===== src/rtl/stopwatch_pkg.sv =====
// Shared types and constants for the stopwatch datapath and its control FSM.
package stopwatch_pkg;

  localparam int unsigned BCD_W        = 4;
  localparam int unsigned SEC_TENS_MAX = 5;
  localparam int unsigned DEC_MAX      = 9;

  typedef logic [BCD_W-1:0] bcd_t;

  typedef enum logic [1:0] {
    IDLE    = 2'b00,
    RUNNING = 2'b01,
    PAUSED  = 2'b10
  } sw_state_t;

  // Next value of a digit that counts 0..max and then wraps to 0.
  function automatic bcd_t bcd_next(input bcd_t cur, input int unsigned max);
    if (cur == BCD_W'(max)) begin
      return '0;
    end
    return cur + BCD_W'(1);
  endfunction

endpackage


===== src/rtl/bcd_digit_counter.sv =====
// One BCD digit counting 0..MAX; carry_out flags the increment that wraps it.
module bcd_digit_counter
  import stopwatch_pkg::*;
#(
  parameter int unsigned MAX = DEC_MAX
) (
  input  logic clk,
  input  logic rst,
  input  logic clr,
  input  logic inc,
  output bcd_t digit,
  output logic carry_out
);

  always_ff @(posedge clk or posedge rst) begin
    if (rst) begin
      digit <= '0;
    end else if (clr) begin
      digit <= '0;
    end else if (inc) begin
      digit <= bcd_next(digit, MAX);
    end
  end

  // Combinational so the whole chain ripples within the advancing cycle.
  assign carry_out = inc && (digit == BCD_W'(MAX));

endmodule


===== src/rtl/stopwatch_time_counter.sv =====
// Elapsed-time counter: prescaler to 1 s ticks feeding a BCD MM:SS digit chain.
module stopwatch_time_counter
  import stopwatch_pkg::*;
#(
  parameter int unsigned TICK_DIV = 50_000_000
) (
  input  logic clk,
  input  logic rst,
  input  logic count_en,
  input  logic clear,
  output bcd_t sec_ones,
  output bcd_t sec_tens,
  output bcd_t min_ones,
  output bcd_t min_tens,
  output logic sec_tick,
  output logic wrap
);

  localparam int unsigned CNT_W   = (TICK_DIV <= 1) ? 1 : $clog2(TICK_DIV);
  localparam int unsigned PRE_MAX = (TICK_DIV == 0) ? 0 : TICK_DIV - 1;

  logic [CNT_W-1:0] pre;
  logic             adv_c;
  logic             so_carry_c;
  logic             st_carry_c;
  logic             mo_carry_c;
  logic             mt_carry_c;

  // clear outranks count_en, so an advance is never generated while clearing.
  assign adv_c = count_en && !clear && (pre == CNT_W'(PRE_MAX));

  // Prescaler keeps its partial count whenever count_en drops.
  always_ff @(posedge clk or posedge rst) begin
    if (rst) begin
      pre <= '0;
    end else if (clear) begin
      pre <= '0;
    end else if (count_en) begin
      if (adv_c) begin
        pre <= '0;
      end else begin
        pre <= pre + CNT_W'(1);
      end
    end
  end

  always_ff @(posedge clk or posedge rst) begin
    if (rst) begin
      sec_tick <= 1'b0;
      wrap     <= 1'b0;
    end else begin
      sec_tick <= adv_c;
      wrap     <= mt_carry_c;
    end
  end

  bcd_digit_counter #(.MAX(DEC_MAX)) u_sec_ones (
    .clk       (clk),
    .rst       (rst),
    .clr       (clear),
    .inc       (adv_c),
    .digit     (sec_ones),
    .carry_out (so_carry_c)
  );

  bcd_digit_counter #(.MAX(SEC_TENS_MAX)) u_sec_tens (
    .clk       (clk),
    .rst       (rst),
    .clr       (clear),
    .inc       (so_carry_c),
    .digit     (sec_tens),
    .carry_out (st_carry_c)
  );

  bcd_digit_counter #(.MAX(DEC_MAX)) u_min_ones (
    .clk       (clk),
    .rst       (rst),
    .clr       (clear),
    .inc       (st_carry_c),
    .digit     (min_ones),
    .carry_out (mo_carry_c)
  );

  // Carry out of the top digit marks the 99:59 -> 00:00 rollover.
  bcd_digit_counter #(.MAX(DEC_MAX)) u_min_tens (
    .clk       (clk),
    .rst       (rst),
    .clr       (clear),
    .inc       (mo_carry_c),
    .digit     (min_tens),
    .carry_out (mt_carry_c)
  );

endmodule


===== config.mk =====
export PLATFORM = sky130hd
export DESIGN_NAME = stopwatch_time_counter
export DESIGN_NICKNAME = d
export VERILOG_FILES = /design/src/rtl/stopwatch_pkg.sv /design/src/rtl/bcd_digit_counter.sv /design/src/rtl/stopwatch_time_counter.sv
export SDC_FILE = /design/constraint.sdc
export NUM_CORES = 1
export LEC_CHECK = 0
export CORE_UTILIZATION = 57
export CTS_CLUSTER_SIZE = 30
export DETAILED_ROUTE_END_ITERATION = 6
export DONT_BUFFER_PORTS = 1
export HOLD_SLACK_MARGIN = 0.12
export PLACE_DENSITY = 0.86
export SKIP_CTS_REPAIR_TIMING = 1
export SYNTH_ARGS = -nofsm -noshare
export SYNTH_HDL_FRONTEND = slang
export SYNTH_SLANG_ARGS = --single-unit

===== constraint.sdc =====
create_clock -name clk -period 2.4 [get_ports clk]
set_input_delay 0.36 -clock clk [delete_from_list [all_inputs] [get_ports clk]]
set_output_delay 0.36 -clock clk [all_outputs]
set_load 0.1 [all_outputs]

==> metrics.yaml <==
cts_max_path_buffers: 2
cts_sinks: 44
crit_start: "pre[7]"
path_delay_family: "simple AND/OR/NAND/NOR gates"
portBuffers: 0
finalSetupViolCount: 3
run_status: "finished with violations"
timing.final.ws_setup_ns: -0.0216
layout_common_cells: "43 x buf_4, 39 x dfrtp_1, 33 x nor2_1"
via_per_inst: 6.11
grt_overflow: 0
ys_async_sr_fraction_pct: 100
slew_headroom_pct: 42.3
critical_path.max_fanout: 3
synth_fa_ha_area_share_pct: 4.50
dpl.hpwl_um: 4110
num_rows: 23
ys_seq_elements: 44
synth_flop_cell: "dfrtp_1"
synthSimpleGateAreaFrac_pct: 31.9
tightest_slew_ns: 0.866
p_per_area_nw_per_um2: 436
seq_area_frac_synth_pct: 44.0
crit_top_cell: "or4_4"
period_share_pct: 101
pre_cts_slack_ns: -0.0592
coreArea_um2: 4120
synth_area_um2: 2500
r2r_setup_slack_ns: -0.02
die_w_um: 68.2
worstRegToRegCells: 5
grt_first_pass_wirelength_um: 9490
clk_transition_reported_paths_ns: 0.08
syn2layout_area_growth_pct: 19.5
wl_per_cell_um: 15.7
violations: "setup timing"
hp-class: "input pin to register"
postRouteAntennaNets: 0
synth_top_family_by_area: "simple AND/OR/NAND/NOR gates"
cap_violations: 0
rsz0062_at_grt: "yes"
final_hold_viol_count: 0
cts-buffers-inserted: 5
synth_area_leaders: "dfrtp_1 44%, nor2_1 5.0%, ha_1 4.5%, xnor2_1 4.2%, nand4_1 3.5%"
synthXorXnorAreaFrac_pct: 6.65
grt_antenna_before_repair: 0
track_usage_pct: 27.8
report.final.slew_viol_count: 0
crit_chain: "or4b_4 > or4_4 > or4_4 > or3_1 > a21oi_2"
seq_area_um2: 1110
yosys_warnings: 0
cp-start-kind: "register"
path_buf_inv: 0
cts.htree.levels: 2
final_common_cell: "buf_4"
fill_cells: 317
die_y_um: 68.2
fmax_mhz: 413
path_class: "register to register"
ir_drop_mv: 0.345
io_pins: 22
cts_tree: "built"
arrival_ns: 2.66
min_period_ns: 2.42
worst_setup_path_end_kind: "register"
grt_max_degree: 27
diodes: 0
synth.area.mux_share_pct: 0.850
syn_nets: 290
power_leakage_nw: 1.29
slowest_delay_ns: 0.56
grt_pass1_vias: 2104
drc_errors: 0
yosysTopAreaCellShare_pct: 44.0
netlist_instances: 277
fin_nets: 332
multi_input_area_um2: 1350
hold_end: "pre[1]"
synth_compound_area_share_pct: 8.80
cts_root_buffer: "clkbuf_8"
drive_gt1_share_pct: 21.3
cp.required_ns: 2.63
rr_startpoint: "pre[7]"
dieArea_um2: 4660
r2r-end: "u_min_tens.digit[0]"
wl_um: 5800
drt-initial-drc-count: 131
hold_start: "clear"
crit_slowest_cell: "or4_4"
vias: 2260
clock_skew_ns: 0.00910
synth_edf_count: 0
initial_core_util_pct: 60.8
synth_top_cell_by_area: "dfrtp_1"
syn-mean-instance-area_um2: 9.03
dr.pass1.iters: 4
netlist-cell-type-count: 40
setup_tns_ns: -0.0454
clock_latency_ns: 0.30
worstHoldPathCells: 1
routabilityCongestion: 0.964
cell usage after synthesis (all sizes together) (2+ instances only):
| cell | count |
|---|---|
| xor2 | 7 |
| and3 | 4 |
| o21ai | 6 |
| or2 | 2 |
| o31ai | 2 |
| or4 | 6 |
| nor4 | 11 |
| clkbuf | 8 |
| nor2 | 33 |
| a21oi | 16 |
| a22o | 3 |
| and2 | 2 |
| nand4 | 14 |
| nand2b | 3 |
| and3b | 3 |
| xnor2 | 12 |
| nor3 | 9 |
| dfrtp | 44 |
| o22ai | 4 |
| inv | 11 |
| nor2b | 4 |
| or3 | 8 |
| ha | 9 |
| and4 | 4 |
| nand3 | 16 |
| nand2 | 23 |
| or4b | 2 |
worst max path at each step:
stage / endpoint / slack (ns) / cells after the start
global route: u_sec_tens.digit[3] / -0.11 / 6
global placement: u_min_tens.digit[1] / 0.007 / 5
floorplan: u_min_tens.digit[0] / -0.03 / 5
CTS: u_min_tens.digit[0] / -0.09 / 5
finish: u_min_tens.digit[0] / -0.02 / 5
detailed placement: u_min_tens.digit[0] / -0.06 / 5
sequential cells by signal, summed over array words and instances (netlist names):
name and flops:
u_sec_ones.digit 4, u_min_tens.digit 4, sec_tick 1, u_sec_tens.digit 4, wrap 1, pre 26
u_min_ones.digit 4
cell type report:
| cell class | count | share of cell area (%) |
|---|---|---|
| clock buffer | 8 | 3.35 |
| inverter | 11 | 1.38 |
| multi-input combinational | 213 | 45.0 |
| sequential | 44 | 37.0 |
| tap | 50 | 2.09 |
| timing repair buffer | 44 | 11.1 |
metal layers:
layer	share of wire [%]	vias up	global-route usage (%)
met5	0	-	0
met4	1.8	0	10.7
met3	5.2	12	6.17
met2	50	65	46.0
met1	43	1097	35.3
li1	-	1086	-
report_power, final:
part | switching (mW) | leakage, nW | internal, mW | total, mW
combinational | 0.0330 | 0.633 | 0.0181 | 0.0511
sequential | 0.00223 | 0.605 | 0.743 | 0.745
clock | 0.244 | 0.0515 | 0.263 | 0.507
logic make-up after synthesis:
logic type | count (synthesis)
flops | 44
fa+ha+maj | 9
xor+xnor | 19
simple gates | 147
buf+inv | 20
mux | 2
compound gates | 36
through the flow:
step,instances,power (mW),util [%],area [µm²],hold slack [ns]
finish,370,1.30,72.6,2990,0.106
global route,370,1.35,72.6,2990,0.0962
CTS,366,1.31,71.3,2930,-0.0449
detailed placement,358,0.808,68.9,2830,0.283
global placement,358,0.807,68.9,2830,0.280
floorplan,277,0.797,-,2510,0.503
Note: power is estimated with default switching activity, not from simulation.
